--- src/rtl/game_pkg.sv ---
// rtl/game_pkg.sv - shared command codes, FSM states and LFSR step for the move sequencer
package game_pkg;

  localparam int CMD_OP_W = 3;
  localparam int CELL_W   = 4;

  // Board engine command codes
  localparam logic [CMD_OP_W-1:0] OP_UP    = 3'd0;
  localparam logic [CMD_OP_W-1:0] OP_DOWN  = 3'd1;
  localparam logic [CMD_OP_W-1:0] OP_LEFT  = 3'd2;
  localparam logic [CMD_OP_W-1:0] OP_RIGHT = 3'd3;
  localparam logic [CMD_OP_W-1:0] OP_SPAWN = 3'd4;
  localparam logic [CMD_OP_W-1:0] OP_CLEAR = 3'd5;

  // Galois feedback mask for taps 16,14,13,11 (right-shifting form)
  localparam logic [15:0] LFSR_TAPS = 16'hB400;

  typedef enum logic [2:0] {
    S_BOOT  = 3'd0,
    S_CLR   = 3'd1,
    S_ISPN  = 3'd2,
    S_IDLE  = 3'd3,
    S_MOVE  = 3'd4,
    S_SPAWN = 3'd5,
    S_HALT  = 3'd6
  } state_t;

  // One step of the spawn LFSR
  function automatic logic [15:0] lfsr_step(input logic [15:0] v);
    return {1'b0, v[15:1]} ^ (v[0] ? LFSR_TAPS : 16'h0000);
  endfunction

endpackage

--- src/rtl/button_debounce.sv ---
// rtl/button_debounce.sv - two-flop synchroniser, stable-level debouncer and press pulse for one button
module button_debounce #(
  parameter int DEBOUNCE_CYC = 16
) (
  input  logic i_clk,
  input  logic i_rst,
  input  logic i_btn,
  output logic o_press
);

  localparam int              CNT_W   = $clog2(DEBOUNCE_CYC);
  localparam logic [CNT_W-1:0] CNT_MAX = CNT_W'(DEBOUNCE_CYC - 1);

  logic             r_sync0;
  logic             r_sync1;
  logic             r_stable;
  logic             r_press;
  logic [CNT_W-1:0] r_cnt;

  // Bring the raw asynchronous level into the clock domain
  always_ff @(posedge i_clk or posedge i_rst) begin
    if (i_rst) begin
      r_sync0 <= 1'b0;
      r_sync1 <= 1'b0;
    end else begin
      r_sync0 <= i_btn;
      r_sync1 <= r_sync0;
    end
  end

  // Accept a new level once it has differed from the accepted one for DEBOUNCE_CYC samples;
  // only an accepted rising level produces a press pulse
  always_ff @(posedge i_clk or posedge i_rst) begin
    if (i_rst) begin
      r_stable <= 1'b0;
      r_cnt    <= '0;
      r_press  <= 1'b0;
    end else begin
      r_press <= 1'b0;
      if (r_sync1 == r_stable) begin
        r_cnt <= '0;
      end else if (r_cnt == CNT_MAX) begin
        r_stable <= r_sync1;
        r_cnt    <= '0;
        r_press  <= r_sync1;
      end else begin
        r_cnt <= r_cnt + CNT_W'(1);
      end
    end
  end

  assign o_press = r_press;

endmodule

--- src/rtl/move_sequencer.sv ---
// rtl/move_sequencer.sv - 2048 front-end: button arbitration, command FSM, spawn LFSR; optional MOVE_QUEUE_EN
module move_sequencer
  import game_pkg::*;
#(
  parameter int          DEBOUNCE_CYC = 16,
  parameter logic [15:0] LFSR_SEED    = 16'hACE1
) (
  input  logic                Clk,
  input  logic                Reset,
  input  logic                up,
  input  logic                down,
  input  logic                left,
  input  logic                right,
  input  logic                new_game,
  input  logic                game_over,
  output logic                cmd_valid,
  output logic [CMD_OP_W-1:0] cmd_op,
  output logic [CELL_W-1:0]   spawn_cell,
  output logic                spawn_four,
  input  logic                cmd_ack,
  input  logic                cmd_changed,
  output logic                busy,
  output logic [15:0]         move_count
);

  state_t              r_state;
  state_t              w_state_next;
  logic [3:0]          w_press;
  logic                w_ev_any;
  logic [CMD_OP_W-1:0] w_ev_op;
  logic                w_ack;
  logic                w_busy;
  logic                w_take_queue;
  logic                w_q_valid;
  logic [CMD_OP_W-1:0] w_q_op;
  logic [15:0]         r_lfsr;
  logic [CMD_OP_W-1:0] r_cmd_op;
  logic [CELL_W-1:0]   r_spawn_cell;
  logic                r_spawn_four;
  logic [15:0]         r_move_count;
  logic                r_pend_new;

  button_debounce #(.DEBOUNCE_CYC(DEBOUNCE_CYC)) u_db_up (
    .i_clk(Clk), .i_rst(Reset), .i_btn(up), .o_press(w_press[0])
  );
  button_debounce #(.DEBOUNCE_CYC(DEBOUNCE_CYC)) u_db_down (
    .i_clk(Clk), .i_rst(Reset), .i_btn(down), .o_press(w_press[1])
  );
  button_debounce #(.DEBOUNCE_CYC(DEBOUNCE_CYC)) u_db_left (
    .i_clk(Clk), .i_rst(Reset), .i_btn(left), .o_press(w_press[2])
  );
  button_debounce #(.DEBOUNCE_CYC(DEBOUNCE_CYC)) u_db_right (
    .i_clk(Clk), .i_rst(Reset), .i_btn(right), .o_press(w_press[3])
  );

  // Fixed-priority arbitration of same-cycle presses: up > down > left > right
  always_comb begin
    w_ev_any = |w_press;
    w_ev_op  = OP_RIGHT;
    if (w_press[0])      w_ev_op = OP_UP;
    else if (w_press[1]) w_ev_op = OP_DOWN;
    else if (w_press[2]) w_ev_op = OP_LEFT;
  end

  assign cmd_valid = (r_state == S_CLR) || (r_state == S_ISPN) ||
                     (r_state == S_MOVE) || (r_state == S_SPAWN);
  assign w_busy    = (r_state != S_IDLE) && (r_state != S_HALT);
  assign w_ack     = cmd_ack && cmd_valid;

  // State register; reset lands in S_BOOT so cmd_valid drops immediately
  always_ff @(posedge Clk or posedge Reset) begin
    if (Reset) r_state <= S_BOOT;
    else       r_state <= w_state_next;
  end

  // Next-state decode; new_game outranks game_over, which outranks any move
  always_comb begin
    w_state_next = r_state;
    w_take_queue = 1'b0;
    unique case (r_state)
      S_BOOT:  w_state_next = S_CLR;
      S_CLR:   if (w_ack) w_state_next = S_ISPN;
      S_ISPN:  if (w_ack) w_state_next = S_IDLE;
      S_IDLE: begin
        if (r_pend_new) begin
          w_state_next = S_CLR;
        end else if (game_over) begin
          w_state_next = S_HALT;
        end else if (w_q_valid) begin
          w_state_next = S_MOVE;
          w_take_queue = 1'b1;
        end else if (w_ev_any) begin
          w_state_next = S_MOVE;
        end
      end
      S_MOVE:  if (w_ack) w_state_next = cmd_changed ? S_SPAWN : S_IDLE;
      S_SPAWN: if (w_ack) w_state_next = S_IDLE;
      S_HALT:  if (r_pend_new) w_state_next = S_CLR;
      default: w_state_next = S_BOOT;
    endcase
  end

  // Spawn LFSR free-runs every cycle
  always_ff @(posedge Clk or posedge Reset) begin
    if (Reset) r_lfsr <= LFSR_SEED;
    else       r_lfsr <= lfsr_step(r_lfsr);
  end

  // Command fields are loaded on state entry and held until the next command
  always_ff @(posedge Clk or posedge Reset) begin
    if (Reset) begin
      r_cmd_op     <= OP_UP;
      r_spawn_cell <= '0;
      r_spawn_four <= 1'b0;
    end else if (w_state_next != r_state) begin
      case (w_state_next)
        S_CLR: r_cmd_op <= OP_CLEAR;
        S_ISPN, S_SPAWN: begin
          r_cmd_op     <= OP_SPAWN;
          r_spawn_cell <= r_lfsr[3:0];
          r_spawn_four <= (r_lfsr[7:4] == 4'd0);
        end
        S_MOVE: r_cmd_op <= w_take_queue ? w_q_op : w_ev_op;
        default: ;
      endcase
    end
  end

  // Count MOVE acks that changed the board; a completed CLEAR restarts the count
  always_ff @(posedge Clk or posedge Reset) begin
    if (Reset) begin
      r_move_count <= '0;
    end else if (w_ack && (r_state == S_CLR)) begin
      r_move_count <= '0;
    end else if (w_ack && (r_state == S_MOVE) && cmd_changed) begin
      r_move_count <= r_move_count + 16'd1;
    end
  end

  // Remember a new_game request until the FSM reaches a point where it can restart
  always_ff @(posedge Clk or posedge Reset) begin
    if (Reset) begin
      r_pend_new <= 1'b0;
    end else if (new_game) begin
      r_pend_new <= 1'b1;
    end else if (w_state_next == S_CLR && r_state != S_BOOT) begin
      r_pend_new <= 1'b0;
    end
  end

`ifdef MOVE_QUEUE_EN
  logic                r_q_valid;
  logic [CMD_OP_W-1:0] r_q_op;

  // One-deep move queue: first press while busy is kept, later ones dropped
  always_ff @(posedge Clk or posedge Reset) begin
    if (Reset) begin
      r_q_valid <= 1'b0;
      r_q_op    <= OP_UP;
    end else if (new_game || (w_state_next == S_HALT) || w_take_queue) begin
      r_q_valid <= 1'b0;
    end else if (w_ev_any && w_busy && !r_q_valid && !r_pend_new) begin
      r_q_valid <= 1'b1;
      r_q_op    <= w_ev_op;
    end
  end

  assign w_q_valid = r_q_valid;
  assign w_q_op    = r_q_op;
`else
  assign w_q_valid = 1'b0;
  assign w_q_op    = OP_UP;
`endif

  assign cmd_op     = r_cmd_op;
  assign spawn_cell = r_spawn_cell;
  assign spawn_four = r_spawn_four;
  assign busy       = w_busy;
  assign move_count = r_move_count;

endmodule

--- config.mk ---
export PLATFORM = sky130hd
export DESIGN_NAME = move_sequencer
export DESIGN_NICKNAME = d
export VERILOG_FILES = /design/src/rtl/game_pkg.sv /design/src/rtl/button_debounce.sv /design/src/rtl/move_sequencer.sv
export SDC_FILE = /design/constraint.sdc
export NUM_CORES = 1
export LEC_CHECK = 0
export ABC_AREA = 1
export CAP_MARGIN = 20
export CELL_PAD_IN_SITES_DETAIL_PLACEMENT = 0
export CELL_PAD_IN_SITES_GLOBAL_PLACEMENT = 2
export CORE_UTILIZATION = 42
export DETAILED_ROUTE_END_ITERATION = 8
export DONT_BUFFER_PORTS = 1
export HOLD_SLACK_MARGIN = 0.15
export PLACE_DENSITY_LB_ADDON = 0.1
export REMOVE_ABC_BUFFERS = 1
export SLEW_MARGIN = 10
export SYNTH_ARGS = -nofsm -noshare
export SYNTH_HDL_FRONTEND = slang
export SYNTH_SLANG_ARGS = --single-unit
export TNS_END_PERCENT = 1
--- constraint.sdc ---
create_clock -name Clk -period 4.3 [get_ports Clk]
set_input_delay 0.645 -clock Clk [delete_from_list [all_inputs] [get_ports Clk]]
set_output_delay 0.645 -clock Clk [all_outputs]
set_load 0.005 [all_outputs]
==> metrics, run 1 <==
synthesized netlist cell count 358; routability cong. 0.753; via/cell ratio 4.88; Final Hold Viols 0; r2r setup slk 2.42 ns; Crit path arrival time 1.33 ns; CTS tree built; largest net degree at the start of global routing 49; post-synthesis cell type count 36; endpoints failing setup 0; worst-path fanout max 9; flops & latches, synth 76; first-pass GRT wire length 10.8 mm; hold crit path type in -> reg; compound-cell area share of the yosys netlist 4.86%; post-synthesis cell area 3370 um^2; Sinks on Clock Net 76; Simple-Gate Fraction of Synth Area 27.9%; core footprint 7770 um^2; Worst-Skew Late Latency 0.35 ns; gr ovfl total 0; number of buffers and inverters on the critical path 1; mean post-synth cell area 9.42 um^2; minimum clock period after layout 1.97 ns; top-level port count 36; crit path capture type output port; total leakage power 1.79 nW; initial drt markers 95; final net count 385; Util after Layout 48.1%; Clock Pin Slew Worst Setup and Hold Paths 0.09 ns; via count 2326; mux share of post-synthesis cell area 0%; Synth Area in XOR/XNOR 3.64%; die area 8390 um^2; Final ANT Viol Nets 0; number of synthesis warnings 0; I/O Buffers 0; status finished clean; critical path's slowest cell dfrtp_1; all-layer global routing usage 16.4%; adder-cell share of the synthesized area 1.85%; Pre-Repair DR Iteration Count 4; Max VDD drop 0.186 mV; Area Growth Syn to Fin 10.7%; measured slew at the worst slew-check pin 0.436 ns; HP Start down; fmax 507 MHz; initial antenna violation count 0; Slew headroom 70.9%; starting density of the core 43.4%; clock buffer depth 2; post-CTS setup repair buffer count 0; R2R Path End cmd_op[1]; share of layout cells above drive strength 1 16.5%; DP HPWL 4.29 mm; Power Density 496 nW/um^2; register area share after synthesis 56.7%; Startpoint Class register; period utilization 45.8%; routed wire length per instance 12.6 um; post-route setup TNS 0 ns; Root Driver clkbuf_8; post_cts resized 0; Worst path top cell family by delay flip-flops; FF-to-FF path depth 13; WL final 6.00 mm; DRC viols 0; Hold Path Depth 0; Num CTS Buffers 9; Clock Skews 0.00817 ns; Critical Path RT 3.65 ns; max-slew violation count 0; reg2reg start r_state[1]; Die Y 91.6 um; number of max-cap violations 0; max incr delay on CP 0.62 ns; # diodes 0; largest family of logic cells by synthesized area simple AND/OR/NAND/NOR gates; Die Wd 91.6 um; vias in the first global route 2377; Rows 32; Critical path origin r_state[1]; Hold EP u_db_down.r_sync0; crit-path cells clkinv_4, o21ai_0, nand2_1; kind of critical path reg -> out; depth of the CTS H-tree 3; RSZ-0062 raised after global routing no
final cells by class:
class / instances / area (um^2)
clock buffers: 9 / 124
clock inverters: 7 / 93.8
fillers: 747 / 4030
inverters: 38 / 150
multi-input cells: 242 / 1290
flip-flops and latches: 76 / 1910
well taps: 102 / 128
repair buffers: 3 / 37.5
per-layer routing:
layer | vias up | part of all wire (%) | GRT usage [%]
li1 | 1186 | - | -
met1 | 1089 | 49 | 21.4
met2 | 46 | 45 | 26.1
met3 | 5 | 5.1 | 5.06
met4 | 0 | 0.97 | 5.29
met5 | - | 0 | 0
power breakdown:
| part | internal, W | leakage, nW | switching, W |
|---|---|---|---|
| Sequential | 0.000765 | 0.987 | 0.0000618 |
| Clock | 0.000284 | 0.107 | 0.000298 |
| Combinational | 0.000146 | 0.698 | 0.000298 |
sequential cells by signal, summed over array words and instances (netlist names), 3 cells and up:
register and cells:
cmd_op 3, spawn_cell 4, move_count 16, r_state 3
u_db_right.r_cnt 4, u_db_up.r_cnt 4, u_db_down.r_cnt 4, r_lfsr 16
u_db_left.r_cnt 4
cells by family after synthesis:
family	Yosys count
simple gates	194
flops	76
buf+inv	40
compound gates	29
xor+xnor	14
fa+ha+maj	5
what timing repair did:
action	4_1_cts	5_1_grt
hold buffers	0	1
hold endpoints to repair	0	13
setup endpoints to repair	0	0
Yosys cell counts, drive strengths merged:
master  instances  area (um^2)
clkinv          2         12.5
ha              5         62.6
or2             4         25.0
nor2           46          198
nor3b           1         7.51
a22o            1         8.76
nor4            3         18.8
buf             2         22.5
nor3           14         80.1
o21ai           9         45.0
xnor2           5         43.8
nand4           5         31.3
and2            1         6.26
nand3          30          193
nand2          89          374
and3            1         6.26
o31ai           1         7.51
a31oi           3         18.8
a21o            1         7.51
dfrtp          68         1700
a211oi          1         7.51
a21oi          13         68.8
inv            36          138
xor2            9         78.8
dfstp           8          210
how the worst max path moves through the flow:
stage | endpoint | slack, ns | depth (start not counted)
global route | cmd_op[0] | 2.21 | 13
global placement | cmd_op[1] | 2.41 | 13
detailed placement | cmd_op[1] | 2.43 | 13
floorplan | cmd_op[0] | 1.73 | 1
CTS | cmd_valid | 2.31 | 3
finish | cmd_valid | 2.33 | 3
stage by stage:
| stage | hold slack (ns) | cells | cell area, um^2 | total power, W | setup slack (ns) |
|---|---|---|---|---|---|
| 2_1_floorplan | 0.331 | 356 | 3350 | 0.00120 | 1.73 |
| 3_3_place_gp | 0.332 | 459 | 3490 | 0.00130 | 2.41 |
| 3_5_place_dp | 0.336 | 459 | 3490 | 0.00129 | 2.43 |
| 4_1_cts | 0.296 | 475 | 3700 | 0.00189 | 2.31 |
| 5_1_grt | 0.284 | 477 | 3730 | 0.00199 | 2.21 |
| 6_report | 0.321 | 477 | 3730 | 0.00185 | 2.33 |
placed cells by master (no fill, tap or decap), drive strengths merged, types with 2 or more instances in the layout:
cell,n
nand2,89
dfrtp,68
nor2,46
inv,39
nand3,30
nor3,14
a21oi,13
o21ai,9
xor2,9
clkbuf,9
dfstp,8
nand4,5
xnor2,5
ha,5
or2,4
clkinv,4
nor4,3
a31oi,3
buf,2
(Power assumes the default switching activity.)
==> run 2, diff against run 1 <==
CORE_UTILIZATION = 39   (was 42)
clock period = 2 ns   (was 4.3 ns; I/O delays follow)
==> run 2 against run 1 <==
Sequential share of layout area decreased by 1.1 points. Sequential power increased by 110%. Global-route usage shrank 0.85 points. Worst hold slack lost 0.097 ns. Die area grew 7.5%. Non-clock buffer count rose by 10. Combinational power increased by 130%. Largest power group unchanged.
==> metrics, run 2 (synthesized netlist as in run 1, its figures left out) <==
Critical Path RT 2.20 ns (was 3.65 ns); Crit path arrival time 1.90 ns (was 1.33 ns); RSZ-0062 raised after global routing no (unchanged); total leakage power 1.83 nW (was 1.79 nW); via count 2369 (was 2326); Total Power 0.00399 W (was 0.00185 W); DRC viols 0 (unchanged); I/O Buffers 0 (unchanged); largest net degree at the start of global routing 31 (was 49); critical path's slowest cell dfrtp_2 (was dfrtp_1); clock buffer depth 2 (unchanged); Hold EP r_state[2] (was u_db_down.r_sync0); final net count 395 (was 385); commonest non-fill, non-tap cell in the layout nand2_1 (unchanged); Final Hold Viols 0 (unchanged); Area Growth Syn to Fin 13.1% (was 10.7%); Rows 33 (was 32); core footprint 8300 um^2 (was 7770 um^2); vias in the first global route 2203 (was 2377); Slew headroom 65.1% (was 70.9%); top-level port count 36 (unchanged); Clock Pin Slew Worst Setup and Hold Paths 0.09 ns (about the same); Sinks on Clock Net 76 (unchanged); via/cell ratio 4.83 (was 4.88); kind of critical path reg -> reg (was reg -> out); WL final 6.32 mm (was 6.00 mm); endpoints failing setup 0 (unchanged); Max VDD drop 0.606 mV (was 0.186 mV); reg2reg start r_state[1] (unchanged); all-layer global routing usage 15.6% (was 16.4%); Die Wd 95 um (was 91.6 um); share of layout cells above drive strength 1 17.7% (was 16.5%); Startpoint Class register (unchanged); starting density of the core 40.6% (was 43.4%); DP HPWL 4.59 mm (was 4.29 mm); filler cell count 815 (was 747); GRT met1 Usage 22.2% (was 21.4%); FF-to-FF path depth 6 (was 13); status finished clean (unchanged); minimum clock period after layout 1.70 ns; number of max-cap violations 0 (unchanged); r2r setup slk 0.30 ns (was 2.42 ns); Die Y 95 um (was 91.6 um); met2 usage 22.4% (was 26.1%); Num CTS Buffers 9 (unchanged); CTS tree built (unchanged); max-slew violation count 0 (unchanged); Worst-Skew Late Latency 0.34 ns (was 0.35 ns); met3 usage 3.62% (was 5.06%); first-pass GRT wire length 10.8 mm (about the same); initial drt markers 95 (unchanged); post-CTS setup repair buffer count 0 (unchanged); die area 9030 um^2 (was 8390 um^2); initial antenna violation count 0 (unchanged); most frequent cells in the layout 79 x nand2_1, 67 x dfrtp_1, 40 x nor2_1 (was 79 x nand2_1, 68 x dfrtp_1, 40 x nor2_1); Clock Skews 0.0119 ns (was 0.00817 ns); measured slew at the worst slew-check pin 0.519 ns (was 0.436 ns); Pre-Repair DR Iteration Count 4 (unchanged); # diodes 0 (unchanged); HP Start cmd_changed (was down); crit path capture type register (was output port); max incr delay on CP 0.50 ns (was 0.62 ns); Hold Path Depth 2 (was 0); crit-path cells clkinv_4, nand3_1, nor2_2, nand2_4, nor4_1, a211oi_1 (was clkinv_4, o21ai_0, nand2_1); GR peak layer met2 (unchanged); gr ovfl total 0 (unchanged); Power Density 1050 nW/um^2 (was 496 nW/um^2); depth of the CTS H-tree 3 (unchanged); routed wire length per instance 12.9 um (was 12.6 um); fmax 588 MHz; Root Driver clkbuf_8 (unchanged); hold crit path type in -> reg (unchanged); Final ANT Viol Nets 0 (unchanged); worst-path fanout max 9 (unchanged); R2R Path End move_count[6] (was cmd_op[1]); period utilization 85.0%; routability cong. 0.746 (was 0.753); post-route setup TNS 0 ns (unchanged)
-- run 2: worst max-delay path, delay by kind of cell, from the launching register on --
family,cells,cell delay [ns]
simple gates,4,0.82
flops,1,0.50
buf+inv,1,0.11
compound gates,1,0.15
-- run 2: worst max-delay path by stage --
| stage | startpoint | to | slack [ns] | cells after the start |
|---|---|---|---|---|
| 4_1_cts | r_state[1] | cmd_op[0] | 0.16 | 12 |
| 5_1_grt | move_count[3] | move_count[15] | 0.09 | 8 |
| 2_1_floorplan | Reset | cmd_op[0] | -0.23 | 1 |
| 6_report | r_state[1] | move_count[6] | 0.30 | 6 |
| 3_3_place_gp | r_state[1] | cmd_op[0] | 0.14 | 13 |
| 3_5_place_dp | r_state[1] | cmd_op[0] | 0.17 | 12 |
-- run 2: per-layer routing --
metal	vias up	share of wire [%]	routed length [um]
met2	31	45	2870
met3	10	3.5	224
met5	-	0	0
li1	1201	-	-
met1	1127	50	3130
met4	0	1.5	97
-- run 2: per-stage QoR --
| stage | hold slack (ns) | setup slack (ns) | util [%] | instances | cell area, um^2 |
|---|---|---|---|---|---|
| 2_1_floorplan | 0.331 | -0.225 | - | 356 | 3350 |
| 3_3_place_gp | 0.212 | 0.139 | 42.8 | 468 | 3550 |
| 3_5_place_dp | 0.215 | 0.170 | 42.8 | 468 | 3550 |
| 4_1_cts | 0.202 | 0.164 | 46.0 | 490 | 3810 |
| 5_1_grt | 0.231 | 0.0921 | 46.0 | 490 | 3820 |
| 6_report | 0.224 | 0.300 | 46.0 | 490 | 3820 |
-- run 2: power breakdown --
part	switching, W	internal, W
clock	0.000613	0.000596
sequential	0.000119	0.00165
combinational	0.000676	0.000344
total	0.00141	0.00259
-- run 2: cell type report --
cell class	instances	area, um^2	share of cell area (%)
clock buffers	9	124	3.25
flip-flops and latches	76	1910	50.1
inverters	38	151	3.97
well taps	105	131	3.44
clock inverters	7	82.6	2.16
multi-input cells	242	1290	33.8
repair buffers	13	125	3.28
-- run 2: timing repair --
action / in CTS / in global routing
endpoints found under the setup margin: 0 / 3
gates resized for setup: 0 / 1
hold buffers: 6 / 0
hold endpoints to repair: 28 / 0
==> run 3, diff against run 2 <==
clock period = 1.57 ns   (was 2 ns; I/O delays follow)
==> run 3 against run 2 <==
The flow now finishes with violations (setup timing). Routed wire length rose by 6.0%. Worst hold slack got worse by 0.0015 ns. First-iteration DRC count fell by 33%. Maximum frequency rose by 4.3%. Critical path depth rose by 4. Power rose by 45%. Critical path type unchanged. Critical endpoint is now cmd_op[0]. Highest routed layer unchanged.
==> metrics, run 3 (synthesized netlist as in run 1, its figures left out) <==
status finished with violations (was finished clean); failing checks setup timing; I/O Buffers 0 (unchanged); max-slew violation count 0 (unchanged); clock buffer depth 2 (unchanged); routed wire length per instance 12.4 um (was 12.9 um); # diodes 0 (unchanged); endpoints failing setup 4 (was 0); kind of critical path reg -> reg (unchanged); via count 2565 (was 2369); switch share 36.6% (was 35.2%); Max VDD drop 0.676 mV (was 0.606 mV); via/cell ratio 4.76 (was 4.83); post-route setup TNS -0.210 ns (was 0 ns); Crit path arrival time 1.88 ns (was 1.90 ns); filler cell count 779 (was 815); RSZ-0062 raised after global routing yes (was no); Die Y 95 um (unchanged); initial drt markers 64 (was 95); Worst-Skew Late Latency 0.35 ns (was 0.34 ns); largest net degree at the start of global routing 44 (was 31); DRC viols 0 (unchanged); Critical Path RT 1.82 ns (was 2.20 ns); Rows 33 (unchanged); Num CTS Buffers 9 (unchanged); total leakage power 2.08 nW (was 1.83 nW); top-level port count 36 (unchanged); period utilization 104% (was 85.0%); die area 9030 um^2 (unchanged); all-layer global routing usage 16.3% (was 15.6%); Sw Pwr 0.00212 W (was 0.00141 W); commonest non-fill, non-tap cell in the layout nand2_1 (unchanged); vias in the first global route 2414 (was 2203); Area Growth Syn to Fin 29.4% (was 13.1%); depth of the CTS H-tree 3 (unchanged); starting density of the core 40.6% (unchanged); initial antenna violation count 0 (unchanged); core footprint 8300 um^2 (unchanged); Clock Skews 0.0127 ns (was 0.0119 ns); final setup margin -0.0596 ns (was 0.300 ns); Die Wd 95 um (unchanged); most frequent cells in the layout 69 x nand2_1, 67 x dfrtp_1, 47 x buf_4 (was 79 x nand2_1, 67 x dfrtp_1, 40 x nor2_1); Clock power frac 24.0% (was 30.3%); gr ovfl total 0 (unchanged); Sinks on Clock Net 76 (unchanged); DP HPWL 4.73 mm (was 4.59 mm); Final ANT Viol Nets 0 (unchanged); measured slew at the worst slew-check pin 0.387 ns (was 0.519 ns); CTS tree built (unchanged); WL final 6.70 mm (was 6.32 mm); Comb pwr share 37.3% (was 25.5%); number of max-cap violations 0 (unchanged); sequential cell fraction of total power 38.7% (was 44.2%); crit path capture type register (unchanged); fmax 614 MHz (was 588 MHz); Clock Pin Slew Worst Setup and Hold Paths 0.09 ns (about the same); hold crit path type in -> reg (unchanged); minimum clock period after layout 1.63 ns (was 1.70 ns); routability cong. 0.750 (was 0.746); share of layout cells above drive strength 1 33.4% (was 17.7%); Pre-Repair DR Iteration Count 4 (unchanged); Startpoint Class register (unchanged); Root Driver clkbuf_8 (unchanged); Power Density 1330 nW/um^2 (was 1050 nW/um^2); Slew headroom 74.2% (was 65.1%); worst-path fanout max 6 (was 9); internal power 0.00368 W (was 0.00259 W); Total Power 0.00580 W (was 0.00399 W); first-pass GRT wire length 11.1 mm (was 10.8 mm); final net count 444 (was 395); Final Hold Viols 0 (unchanged)
==> run 3: changes by cell type in the layout (fill, tap and decap cells not counted), moves of 3 or more <==
cell     previous run  this run
nor3_2              2         5
buf_6               0         7
inv_1              31        28
nand3_4             1         5
nand2_1            79        69
nand3_1            23        18
buf_4               6        47
nor2_1             40        37
nand2_2             7        15
nor3_1             12         9
nor2_4              2         5
==> run 3: timing repair <==
item,CTS,global route
resized for setup,8,42
setup buffers,0,7
setup endpoints to repair,10,18
endpoints found under the hold margin,81,0
pin swaps,3,15
hold buffers,6,0
==> run 3: path summary, 6_finish.rpt <==
check | startpoint | to | slack (ns) | cells past startpoint
max in group asynchronous | Reset | r_state[1] | 0.71 | 3
min reg2reg | u_db_right.r_sync0 | u_db_right.r_sync1 | 0.35 | 0
min | cmd_ack | r_state[1] | 0.22 | 4
min in group asynchronous | Reset | r_lfsr[12] | 0.31 | 2
max | r_state[1] | cmd_op[0] | -0.06 | 10
max reg2reg | r_state[1] | cmd_op[0] | -0.06 | 10
==> run 3: power groups by stage <==
stage | registers (W) | clock network (W) | logic (W)
4_1_cts | 0.00223 | 0.00146 | 0.00170
6_report | 0.00225 | 0.00139 | 0.00216
3_5_place_dp | 0.00226 | 0 | 0.00166
5_1_grt | 0.00227 | 0.00153 | 0.00239
3_3_place_gp | 0.00226 | 0 | 0.00167
2_1_floorplan | 0.00226 | 0 | 0.00101
==> run 3: layer usage <==
metal  track usage [%]  share of wire [%]
met1              21.6                 48
met2              25.3                 48
met3              4.51                3.5
met4              6.06                1.4
met5                 0                  0
==> run 3: critical path: stages (launching register included) <==
cell and delay (ns):
dfrtp_2 0.46, buf_4 0.15, nand3_2 0.11, nor2_4 0.14
nand2_1 0.08, nand3_2 0.13, nand3_1 0.16, nand3_4 0.15
nand2_4 0.07, nand2_2 0.05, nand2_1 0.04
==> run 3: layout make-up <==
class | count | area [um^2] | share of cell area (%)
clock inverter | 7 | 57.6 | 1.32
inverter | 38 | 158 | 3.61
multi-input combinational | 242 | 1450 | 33.2
tap | 105 | 131 | 3.01
sequential | 76 | 1910 | 43.8
clock buffer | 9 | 124 | 2.84
timing repair buffer | 62 | 532 | 12.2
==> run 3: per-stage QoR <==
| stage | hold slack (ns) | std cells | util, % | setup WS [ns] | instance area [um^2] |
|---|---|---|---|---|---|
| after floorplan | 0.267 | 356 | - | -0.591 | 3350 |
| after global placement | 0.107 | 510 | 46.7 | -0.136 | 3880 |
| after detailed placement | 0.114 | 510 | 46.7 | -0.118 | 3880 |
| after CTS | 0.202 | 532 | 50.0 | -0.0712 | 4150 |
| after global routing | 0.244 | 539 | 52.6 | -0.191 | 4370 |
| final | 0.223 | 539 | 52.6 | -0.0596 | 4370 |
==> RTL edit 1, RTL diff (config.mk and constraints of run 2) <==
Set the package constant `CMD_OP_W` to 6 (it was 3).
--- a/src/rtl/game_pkg.sv
+++ b/src/rtl/game_pkg.sv
@@ -1,7 +1,7 @@
 // rtl/game_pkg.sv - shared command codes, FSM states and LFSR step for the move sequencer
 package game_pkg;
 
-  localparam int CMD_OP_W = 3;
+  localparam int CMD_OP_W = 6;
   localparam int CELL_W   = 4;
 
   // Board engine command codes
Ports: changed (resized cmd_op); port bits go from 36 to 39. The function was not compared with the original's and may differ.
==> RTL edit 1 against run 2 <==
  * Synthesized area is 2.0% lower
  * Total power up 2.2%
  * Routed wire length shrank 8.1%
  * Worst setup slack got worse by 0.11 ns
  * Cell area is 0.59% lower
  * Sequential cell count is the same
  * Fmax fell by 5.9%
  * Count of clock-buffer cells in the layout is 1 higher
  * Clock power rose by 7%
  * Critical path type unchanged
  * Critical endpoint is now move_count[15]
  * Largest cell class unchanged
  * Largest power group unchanged
  * Highest routed layer unchanged
==> RTL edit 1: results (changes against run 2) <==
stage,metric,value,unit,change
run_status,status,finished clean,,
place,globalplace.congestion,0.7246,,-2.9%
place,hpwlAfterDp,4013,microns,-13%
layout,final_nets,377,,-4.6%
clock_network,cts-htree-levels,3,,unchanged
setup_path,worst_path_max_delay_cell,dfrtp_2,,
synth,synth-edff-count,0,,unchanged
synth,synth_xor_area_frac,0.03443,,-0.001920
synth,yosysUniqueCellTypes,38,,+5.6%
detailed_routing,drtIter0Drc,56,,-41%
layout,nClkBuffers,10,,+1
timing,fin_crit_sh,0.9033,,+0.05341
detailed_routing,via_per_inst,4.718,,-2.4%
layout,final-nonclk-buf-share,0.03694,,+0.004152
setup_path,critPathTopFamily,simple AND/OR/NAND/NOR gates,,
layout,inv_count,43,,+13%
grt,met1_usage,0.2011,,-0.02125
setup_path,crit_fanout,7,,-2
synth,ys_seq_area_frac,0.5781,,+0.01137
grt,grt_usage,0.1500,,-0.005750
grt,grt_pass1_vias,2202,,-0.045%
clock_network,clk_path_buf_depth,2,,unchanged
clock_network,clock_latency,0.34,ns,about the same
pwr,leakage,1.768,nW,-3.3%
synth,synthTopCellsByArea,"dfrtp_1, dfstp_2, nand2_1",,
synth,synth_compound_area_frac,0.06735,,+0.01876
grt,grt_pass1_wl,10090,microns,-6.3%
min_path,hold_depth,2,,unchanged
layout,clk_share,0.05904,,+0.004938
layout,seq_cell_count,76,,unchanged
grt,use_met3,0.04693,,+0.01069
place,pre_cts_ws,0.1300,ns,-0.03963 ns
setup_path,crit_end,move_count[15],,
layout,multi_input_gates,217,,-10%
grt,grt_max_degree,77,,+150%
synth,synth_mux_area_frac,0.01362,,+0.01362
detailed_routing,finalWirelength,5810,microns,-8.1%
min_path,hold_path_end,r_state[2],,
synth,synth_common_cells,"dfrtp_1, nand2_1, nor2_1",,
timing,finalClockSkew,0.009191,ns,-0.002736 ns
layout,multi_input_area_share,0.3212,,-0.01647
place,io_buffers,0,,unchanged
clock_network,cts.clk_slew.worst_paths,0.08,ns,
layout,seqCellArea,0.001914,sq mm,about the same
pwr,ir_worst_vdd,0.5009,mV,-17%
setup_path,crit_arrival,2.08,ns,+0.18 ns
grt,grtUsageMet2,0.2257,,+0.001448
min_path,worstHoldStart,cmd_changed,,
setup_path,cpPeakStageDelay,0.43,ns,-0.07 ns
layout,drive_gt1_frac,0.2016,,+0.02501
setup_path,reg2reg_to,move_count[15],,
layout,filler_cell_count,806,,-1.1%
setup_path,rr_worst_depth,11,,+5
synth,synth_adder_area_share,0.01892,,+0.0003719
setup_path,rrSetupSlack,0.19,ns,-0.11 ns
min_path,hold_class,in2reg,,
layout,n_all_buffers,15,,+2
-- RTL edit 1: repair_timing --
item,in CTS,in global routing
endpoints found under the hold margin,73,0
gates resized for setup,0,6
hold buffers,6,0
setup endpoints to repair,0,6
setup buffers,0,5
-- RTL edit 1: metrics by stage --
stage               instances  cell area (sq um)  hold slack, ns  setup TNS (ns)  total power, mW
finish                    472               3794          0.2098               0            4.082
global route              472               3794          0.1963               0            4.373
CTS                       467               3735          0.1995               0            4.087
detailed placement        445               3451          0.3131               0            2.753
global placement          445               3451          0.3152               0            2.756
floorplan                 336               3277          0.3312          -15.31            2.532
-- RTL edit 1: where the power goes --
group | internal, mW | switching (mW)
Clock | 0.718 | 0.586
Combinational | 0.386 | 0.682
Sequential | 1.63 | 0.0759
-- RTL edit 1: per-layer routing --
metal / wire, microns / vias to the layer above / part of all wire
li1: - / 1137 / -
met1: 2875 / 1053 / 0.49
met2: 2621 / 30 / 0.45
met3: 237 / 7 / 0.041
met4: 75 / 0 / 0.013
met5: 0 / - / 0
==> RTL edit 2, RTL diff (flow settings as in run 2) <==
Without the edit above. Encoding of `state_t`: now one-hot (7 bits for 7 states).
--- a/src/rtl/game_pkg.sv
+++ b/src/rtl/game_pkg.sv
@@ -15,14 +15,14 @@
   // Galois feedback mask for taps 16,14,13,11 (right-shifting form)
   localparam logic [15:0] LFSR_TAPS = 16'hB400;
 
-  typedef enum logic [2:0] {
-    S_BOOT  = 3'd0,
-    S_CLR   = 3'd1,
-    S_ISPN  = 3'd2,
-    S_IDLE  = 3'd3,
-    S_MOVE  = 3'd4,
-    S_SPAWN = 3'd5,
-    S_HALT  = 3'd6
+  typedef enum logic [6:0] {
+    S_BOOT  = 7'b0000001,
+    S_CLR   = 7'b0000010,
+    S_ISPN  = 7'b0000100,
+    S_IDLE  = 7'b0001000,
+    S_MOVE  = 7'b0010000,
+    S_SPAWN = 7'b0100000,
+    S_HALT  = 7'b1000000
   } state_t;
 
   // One step of the spawn LFSR
Function: no difference found for any inputs over 10 cycles, from zero or initial values and one cycle with Reset high; not proved beyond that.
==> RTL edit 2 against run 2 <==
  * Sequential cell count is 4 higher
  * Non-clock buffer count shrank 4
  * Synthesized area is 3.7% higher
  * Routed wire length is 7.4% higher
  * Via count rose by 4.4%
  * Total power is 11% lower
  * Worst setup slack lost 0.16 ns
  * Fmax down 8.7%
  * Cell area is 3.3% higher
  * Critical endpoint is now cmd_valid
  * Largest power group unchanged
==> RTL edit 2: results (changes against run 2) <==
stage,metric,value,unit,change
run_status,status,finished clean,,
timing,holdWs,0.2003,ns,-0.02407 ns
setup_path,worst_path_max_delay_cell,dfstp_2,,
timing,finalClockSkew,0.01173,ns,-0.0002009 ns
place,dpl.cell_count,487,,+4.1%
setup_path,cpPeakStageDelay,0.57,ns,+0.07 ns
grt,antenna_found_initial,0,,unchanged
place,globalplace.congestion,0.7863,,+5.4%
layout,finalNonFillerCells,510,,+4.1%
grt,grt_max_degree,35,,+13%
place,pre_cts_ws,0.1564,ns,-0.01319 ns
pwr,ir_worst_vdd,0.3771,mV,-38%
place,io_buffers,0,,unchanged
synth,synthTopCellsByArea,"dfrtp_1, nand2_1, dfstp_2",,
pwr,power.switching,1.081,mW,-23%
synth,synthArstFlopShare,1.000,,unchanged
setup_path,r2r_start,r_state[0],,
layout,drive_gt1_frac,0.1517,,-0.02488
min_path,worstHoldStart,game_over,,
synth,ys_seq_area_frac,0.5753,,+0.008494
setup_path,crit_fanout,5,,-4
layout,diodes,0,,unchanged
grt,overflow,0,,unchanged
clock_network,cts.clk_slew.worst_paths,0.09,ns,about the same
clock_network,cts_made_buffers,9,,unchanged
place,place_area,0.003664,sq mm,+3.2%
place,hpwlAfterDp,4947,microns,+7.7%
synth,ys_warn_count,0,,unchanged
clock_network,clockRootBuffer,clkbuf_8,,
min_path,hold_path_end,r_state[4],,
detailed_routing,firstDrtPassIters,4,,unchanged
synth,ys.flop_type,dfrtp_1,,
grt,grt_pass1_wl,11900,microns,+11%
detailed_routing,vias,2474,,+4.4%
setup_path,reg2reg_to,cmd_op[2],,
setup_path,rrSetupSlack,0.23,ns,-0.07 ns
pwr,leakage,1.962,nW,+7.3%
min_path,hold_depth,3,,+1
synth,synth_common_cells,"nand2_1, dfrtp_1, inv_1",,
synth,synth_cells,377,,+5.3%
detailed_routing,drtIter0Drc,74,,-22%
clock_network,cts-htree-levels,3,,unchanged
min_path,hold_class,in2reg,,
grt,grt_usage,0.1597,,+0.003974
clock_network,clk_path_buf_depth,2,,unchanged
layout,final_nets,412,,+4.3%
synth,yosysUniqueCellTypes,34,,-5.6%
detailed_routing,avgRoutedWirePerCell,13.31,microns,+3.2%
clock_network,clock_latency,0.35,ns,
setup_path,rr_worst_depth,10,,+4
timing,tightest_slew,0.5068,ns,-0.01224 ns
RTL edit 2: cell types whose count changed in the layout (fill, tap and decap cells not counted), moves of 4 or more:
cell	delta
nand3_2	-5
nand3_1	+4
inv_1	+14
inv_2	+6
buf_4	-5
RTL edit 2: cell type report:
| cell class | instances | area (sq um) |
|---|---|---|
| clock buffer | 10 | 127.6 |
| clock inverter | 6 | 76.32 |
| fill | 870 | 4780 |
| inverter | 57 | 222.7 |
| multi-input combinational | 240 | 1267 |
| sequential | 80 | 2014 |
| tap | 108 | 135.1 |
| timing repair buffer | 9 | 97.59 |
RTL edit 2: repair_timing:
item / CTS / global route
gates resized for setup: 0 / 2
endpoints found under the hold margin: 27 / 0
hold buffers: 7 / 0
setup buffers: 0 / 0
setup endpoints to repair: 0 / 2
RTL edit 2: worst max path at each step:
| stage | slack, ns | startpoint | cells after the start | endpoint |
|---|---|---|---|---|
| 2_1_floorplan | -0.34 | Reset | 1 | cmd_op[0] |
| 3_3_place_gp | 0.10 | move_count[0] | 9 | move_count[14] |
| 3_5_place_dp | 0.16 | move_count[0] | 9 | move_count[14] |
| 4_1_cts | 0.07 | r_state[0] | 7 | cmd_valid |
| 5_1_grt | 0.01 | r_state[0] | 7 | cmd_valid |
| 6_report | 0.14 | r_state[0] | 7 | cmd_valid |
RTL edit 2: power by group through the flow:
stage                     combinational (mW)  sequential (mW)  clock [mW]
after floorplan                        0.400             1.82           0
after global placement                 0.517             1.85           0
after detailed placement               0.517             1.85           0
after CTS                              0.531             1.82        1.29
after global routing                   0.600             1.83        1.36
final                                  0.525             1.81        1.23
RTL edit 2: kinds of logic after synthesis:
group           count (synthesis)  synth area share
xor+xnor                       16           0.04004
fa+ha+maj                       5           0.01788
buf+inv                        57           0.06328
flops                          80            0.5753
compound gates                 34           0.05721
simple gates                  185            0.2463
RTL edit 2: worst max-delay path: cells and delay by family, from the launching register on:
kind | cells | cell delay, ns
buffers and inverters | 2 | 0.14
flip-flops | 1 | 0.57
AND/OR/NAND/NOR | 5 | 0.50
RTL edit 2: routing by layer:
| metal | up-vias | track usage | part of all wire |
|---|---|---|---|
| met5 | - | 0 | 0 |
| met4 | 0 | 0.06200 | 0.011 |
| met3 | 6 | 0.04624 | 0.039 |
| met2 | 37 | 0.2416 | 0.46 |
| met1 | 1186 | 0.2168 | 0.49 |
| li1 | 1245 | - | - |
